File: src/rtl/snf_sram_pkg.sv
// ============================================================================
// snf_sram_pkg : shared constants for the SNF SRAM model (response layout,
//                clog2 helper). Revision 1.0
// ============================================================================
`default_nettype none

package snf_sram_pkg;

    // Response word layout: {data, err, write}
    localparam int RSP_WRITE_BIT = 0;
    localparam int RSP_ERR_BIT   = 1;
    localparam int RSP_DATA_LSB  = 2;

    // Widest word index the range check ever needs to consider
    localparam int MAX_IDX_W     = 32;

    function automatic int clog2(input int v);
        int r;
        r = 0;
        while ((1 << r) < v) begin
            r = r + 1;
        end
        return r;
    endfunction

endpackage

`default_nettype wire

File: src/rtl/snf_sram_fifo.sv
// ============================================================================
// snf_sram_fifo : synchronous FIFO with occupancy count, full and empty.
//                 Push is refused while full, pop ignored while empty. Rev 1.0
// ============================================================================
`default_nettype none

module snf_sram_fifo
    import snf_sram_pkg::*;
#(
    parameter int WIDTH = 8,
    parameter int DEPTH = 4
) (
    input  logic                      clk,
    input  logic                      rst,
    input  logic                      i_push,
    input  logic [WIDTH-1:0]          i_wdata,
    input  logic                      i_pop,
    output logic [WIDTH-1:0]          o_rdata,
    output logic                      o_full,
    output logic                      o_empty,
    output logic [clog2(DEPTH):0]     o_count
);

    localparam int PW = (DEPTH > 1) ? clog2(DEPTH) : 1;
    localparam int CW = clog2(DEPTH) + 1;

    logic [WIDTH-1:0] r_mem [DEPTH];
    logic [PW-1:0]    r_wptr;
    logic [PW-1:0]    r_rptr;
    logic [CW-1:0]    r_count;
    logic             w_do_push;
    logic             w_do_pop;

    function automatic logic [PW-1:0] f_next(input logic [PW-1:0] p);
        return (p == PW'(DEPTH - 1)) ? '0 : p + PW'(1);
    endfunction

    assign o_full    = (r_count == CW'(DEPTH));
    assign o_empty   = (r_count == '0);
    assign o_count   = r_count;
    assign o_rdata   = r_mem[r_rptr];
    assign w_do_push = i_push && !o_full;
    assign w_do_pop  = i_pop && !o_empty;

    always_ff @(posedge clk or negedge rst) begin
        if (!rst) begin
            r_wptr  <= '0;
            r_rptr  <= '0;
            r_count <= '0;
        end else begin
            if (w_do_push) r_wptr <= f_next(r_wptr);
            if (w_do_pop)  r_rptr <= f_next(r_rptr);
            case ({w_do_push, w_do_pop})
                2'b10:   r_count <= r_count + CW'(1);
                2'b01:   r_count <= r_count - CW'(1);
                default: r_count <= r_count;
            endcase
        end
    end

    always_ff @(posedge clk) begin
        if (w_do_push) r_mem[r_wptr] <= i_wdata;
    end

endmodule

`default_nettype wire

File: config.mk
export PLATFORM = sky130hd
export DESIGN_NAME = snf_sram_fifo
export DESIGN_NICKNAME = d
export VERILOG_FILES = /design/src/rtl/snf_sram_pkg.sv /design/src/rtl/snf_sram_fifo.sv
export SDC_FILE = /design/constraint.sdc
export NUM_CORES = 1
export LEC_CHECK = 0
export BUFFER_PORTS_ARGS = -buffer_cell sky130_fd_sc_hd__buf_2
export CORE_ASPECT_RATIO = 0.7
export CORE_MARGIN = 1.5
export CORE_UTILIZATION = 59
export CTS_CLUSTER_DIAMETER = 150
export DETAILED_ROUTE_END_ITERATION = 10
export PLACE_DENSITY = 0.82
export SLEW_MARGIN = 20
export SYNTH_ARGS = -nofsm -noshare
export SYNTH_HDL_FRONTEND = slang
export SYNTH_SLANG_ARGS = --single-unit
export TNS_END_PERCENT = 20
File: constraint.sdc
create_clock -name clk -period 4.2 [get_ports clk]
set_input_delay 0.21 -clock clk [delete_from_list [all_inputs] [get_ports clk]]
set_output_delay 0.21 -clock clk [all_outputs]
set_load 0.02 [all_outputs]
# Word-level counts from Yosys, hierarchy flattened
# Memories as Yosys holds them, arrays and structs flattened.
# Index checks and enable logic that the tools add are counted.
classes:
  n_addsub: 4
  eq_ne: 5
  mux: 5
  reduce_logical: 6
ops:
  columns: ["operator", "n"]
  rows:
  - ["$eq A2 B2 Y1 const B", 3]
  - ["$pmux W3 S2", 1]
  - ["$add A2 B1 Y2 const B", 2]
  - ["$mux W2", 2]
  - ["$add A3 B1 Y3 const B", 1]
  - ["$eq A3 B3 Y1 const B", 1]
  - ["$logic_not A3 Y1", 1]
  - ["$sub A3 B1 Y3 const B", 1]
  - ["$eq A2 B1 Y1 const B", 1]
  - ["$logic_and A1 B1 Y1", 2]
  - ["$logic_not A1 Y1", 2]
  - ["$mux W1", 2]
  - ["$reduce_bool A2 Y1", 1]
totals:
  register_bits: 7
  ramBits: 32
  in_bits: 12
  out_inout_bits: 13
  wordCells: 24
  memories: 1
memory_table:
  columns: ["name", "depth", "word_bits", "read_ports", "rd_ports_with_merged_regs", "wr", "line_no", "rtl"]
  rows:
  - ["r_mem", 4, 8, 1, 0, 1, "snf_sram_fifo.sv:27", "logic [WIDTH-1:0] r_mem [DEPTH];"]

# Logic depth before layout (Yosys ltp)
logic_depth:
  depth_word: 5
  mapped_depth: 9
  ltp_nobuf: 9

# Worst setup path before layout
# Ideal clock, no wire load.
synth_path:
  path_kind: "reg2reg"
  from: "register r_count[0], in the netlist o_count[0]"
  to: "register r_count[2], in the netlist o_count[2]"
  setup_ns: 0.132
  t_arrival_ns: 2.069
  t_required_ns: 4.068
  slack_ns: 1.998
  stages_incl_launch_ff: 10
  path_buffers: 0
  synth_period_minus_slack_ns: 2.202
  cell_sequence: "dfrtp_1 nor3_1 nand2b_1 inv_1 ha_1 inv_1 fa_1 xor2_1 nor2_1 xor2_1"
synth_via:
  elab_chain_cells: 5
  word_cells_on_any_way: 12
  classes_between: "add/sub: 2; eq/ne: 3; mux: 1; reduce/logical: 6"
synth_rtl:
  columns: ["element", "line_no", "rtl"]
  rows:
  - ["start: declaration", "snf_sram_fifo.sv:30", "logic [CW-1:0] r_count;"]
  - ["start signal: assignment", "snf_sram_fifo.sv:54", "2'b10: r_count <= r_count + CW'(1);"]
  - ["start signal: assignment", "snf_sram_fifo.sv:55", "2'b01: r_count <= r_count - CW'(1);"]
  - ["start signal: assignment", "snf_sram_fifo.sv:56", "default: r_count <= r_count;"]
  - ["$logic_not A3 Y1 *", "snf_sram_fifo.sv:39", "assign o_empty = (r_count == '0);"]
  - ["net o_empty", "snf_sram_fifo.sv:20", "output logic o_empty,"]
  - ["$logic_not A1 Y1 *", "snf_sram_fifo.sv:43", "assign w_do_pop = i_pop && !o_empty;"]
  - ["$logic_and A1 B1 Y1 *", "snf_sram_fifo.sv:43", null]
  - ["net w_do_pop", "snf_sram_fifo.sv:32", "logic w_do_pop;"]
  - ["$eq A2 B1 Y1 / $eq A2 B2 Y1 (equally long branches)", "snf_sram_fifo.sv:53", "case ({w_do_push, w_do_pop})"]
  - ["$pmux W3 S2 / $reduce_bool A2 Y1 (equally long branches)", null, null]
# The timed path passes the listed nets; every way through them passes the cells marked *.
# A chain may end at the register's enable or synchronous reset.

# Worst setup path after layout
layout_path:
  from: "register r_count[0], in the netlist o_count[0]"
  to: "register r_count[2], in the netlist o_count[2]"
layout_via:
  elab_chain_cells: 5
  word_cells_on_any_way: 12
  classes_between: "add/sub: 2; eq/ne: 3; mux: 1; reduce/logical: 6"
layout_rtl:
  columns: ["element", "line_no"]
  rows:
  - ["$eq A3 B3 Y1 / $logic_not A3 Y1 (equally long branches)", "snf_sram_fifo.sv:38, snf_sram_fifo.sv:39"]
  - ["$logic_not A1 Y1 (on tied branches)", "snf_sram_fifo.sv:42, snf_sram_fifo.sv:43"]
  - ["$logic_and A1 B1 Y1 (on tied branches)", "snf_sram_fifo.sv:42, snf_sram_fifo.sv:43"]
  - ["$eq A2 B1 Y1 / $eq A2 B2 Y1 (equally long branches)", "snf_sram_fifo.sv:53"]
  - ["$pmux W3 S2 / $reduce_bool A2 Y1 (equally long branches)", null]
# Several ways; a longest one is shown, not always the timed one.

==> flow_summary.toml <==
[setup_path]
cpPeakStageDelay_ns = 0.44
worstPathArrival_ns = 2.40
critPathBufInv = 2
required_ns = 4.41
crit_chain = "or3b_4 -> and2_4 -> inv_1 -> ha_1 -> inv_1 -> fa_1 -> xor2_1 -> nor2_1 -> xor2_1"
crit_type = "reg2reg"
crit_family = "simple AND/OR/NAND/NOR gates"
critPathLaunchType = "register"
critPathSlowestCell = "or3b_4"
crit_fanout = 6
end_kind = "register"

[layout]
layout-drive-gt1-share_pct = 43.0
antenna_cells = 0
nets = 132
area_delta_synth_final_pct = 15.5
mostFrequentLayoutCell = "edfxtp_1"
final_cell_mix = "edfxtp_1 (32), buf_2 (24), inv_1 (8), mux4_2 (8), dfrtp_1 (7)"
finalNonFillerCells = 148
nFillCells = 163

[floorplanning]
die_area_um2 = 3060
die_y_um = 46.7
core_region_area_um2 = 2530
die_x_um = 65.5
num_io_pins = 25
initial_core_util_pct = 63.6
rows = 15

[global_routing]
grt_pass1_wl_um = 3570
grt_max_degree = 13
antenna_found_initial = 0
grt_pass1_vias = 744
grtUsageTotal_pct = 18.4
grt.overflow.total = 0

[cts]
clk_latency_ns = 0.28
clk_pin_slew_ns = 0.07
post-cts-setup-buffer-count = 0
cts-buffers-inserted = 5
cts_tree = "done"
ctsRootBufferMaster = "clkbuf_8"
clockBufferDepth = 2
clock_sinks = 39
htree_levels = 2

[place]
numPortBuffers = 24
pre_cts_ws_ns = 2.02
dp.cells = 139
routabilityCongestion = 0.723
hpwl_um = 1800

[power_and_ir_drop]
seq_power_share_pct = 46.0
swShare_pct = 34.4
leakage_nw = 0.746
p_comb_share_pct = 36.4
p_per_area_nw_per_um2 = 715
design_power_total_mw = 1.33
ir_drop_mv = 0.401
internal_power_mw = 0.872
p_switching_mw = 0.458
power_frac_clock_pct = 17.6

[logic_synthesis]
synth_top_area_share_pct = 59.6
synth.area.top_cells = "edfxtp_1 (60%), mux4_2 (11%), dfrtp_1 (11%)"
synth_ff_type = "edfxtp_1"
avgSynthCellArea_um2 = 19.4
synth.distinct_cells = 19
yosys_warnings = 0
synthCells = 83
ys_ff_latch = 39
syn_nets = 102
syn_area_um2 = 1610
synth_top_cell_by_area = "edfxtp_1"
async_flop_share_pct = 17.9
synth_seq_area_share_pct = 70.5
synth-edff-count = 32

[sta]
drv_slew = 0
hold_viol = 0
rsz0062_at_grt = "false"
fin_skew_ns = 0.00348
fmax_mhz = 455
setup_viol = 0
fin_ws_ns = 2.00
layout_min_cycle_time_ns = 2.20
holdWs_ns = 0.143
finalCritPeriodShare_pct = 52.3
slew_headroom_pct = 59.8
tns_ns = 0
tightest_slew_ns = 0.602

[route]
via_per_inst = 5.28
wirelength_um = 2460
final_antenna_net_count = 0
drcViolationCount = 0
drtPass1Iterations = 4
routedWlPerCell_um = 16.6
drt_iter0_drc = 27
dr_total_vias = 782

[run]
drv_cap = 0

[hold_path]
worstHoldPathType = "in2reg"

[run_status]
status = "complete, no violations"
[layer usage]
layer  global-route usage (%)  share of wire (%)  wire (µm)  vias to the layer above
met5                        0                  0          0                        -
met2                     29.2                 48       1190                       20
met4                     6.67                1.2         29                        0
met1                     22.9                 46       1140                      387
li1                         -                  -          -                      370
met3                     8.80                4.2        103                        5
[area by class of cell]
cell class | instances | area, µm² | share of cell area (%)
Timing Repair Buffer | 25 | 130 | 6.99
Inverter | 8 | 30.0 | 1.61
Clock inverter | 2 | 12.5 | 0.672
Tap cell | 34 | 42.5 | 2.29
Clock buffer | 6 | 72.6 | 3.90
Sequential cell | 39 | 1140 | 61.1
Multi-Input combinational cell | 34 | 437 | 23.5
[sequential cells by signal, summed over array words and instances (netlist names)]
| register | cells |
|---|---|
| r_mem | 32 |
| o_count | 3 |
| r_wptr | 2 |
| r_rptr | 2 |
[power by group through the flow]
stage | logic (mW) | registers (mW) | clock network, mW
final | 0.483 | 0.612 | 0.234
after global routing | 0.526 | 0.625 | 0.255
after CTS | 0.490 | 0.613 | 0.240
after detailed placement | 0.487 | 0.621 | 0
after global placement | 0.474 | 0.611 | 0
after floorplan | 0.379 | 0.586 | 0
[synth_stat cells, types with 2 or more instances]
master	n
mux4_2	8
nor2_1	3
ha_1	6
edfxtp_1	32
mux2_4	2
inv_1	8
dfrtp_1	7
and3_2	4
mux2_2	2
xor2_1	2
[metrics by stage]
| stage | area (µm²) | util [%] |
|---|---|---|
| finish | 1860 | 73.4 |
| global route | 1860 | 73.4 |
| CTS | 1860 | 73.4 |
| detailed placement | 1770 | 69.7 |
| global placement | 1770 | 69.7 |
| floorplan | 1610 | - |
[cell families (layout without fill, tap and decap cells)]
family	Yosys count	count (layout)	synth area share [%]
and+or+nand+nor	11	11	4.50
buffers and inverters	10	41	2.41
muxes	13	13	15.1
DFF	39	39	70.5
xor gates and xnor gates	3	3	1.63
adders and majority gates	7	7	5.90
[final timing paths]
kind / slack [ns] / depth (start not counted) / end / start
worst min-delay path: 0.14 / 1 / r_mem[2][3] / i_wdata[3]
max in group asynchronous: 3.74 / 2 / o_count[0] / rst
worst max register to register: 2.00 / 9 / o_count[2] / o_count[0]
worst min register to register: 0.53 / 1 / o_count[2] / o_count[2]
worst max-delay path: 2.00 / 9 / o_count[2] / o_count[0]
min in group asynchronous: 0.30 / 2 / r_wptr[0] / rst
[what timing repair did]
item,CTS,global route
hold buffers,1,0
hold endpoints to repair,7,0
resized for setup,0,0
(Power assumes the default switching activity.)
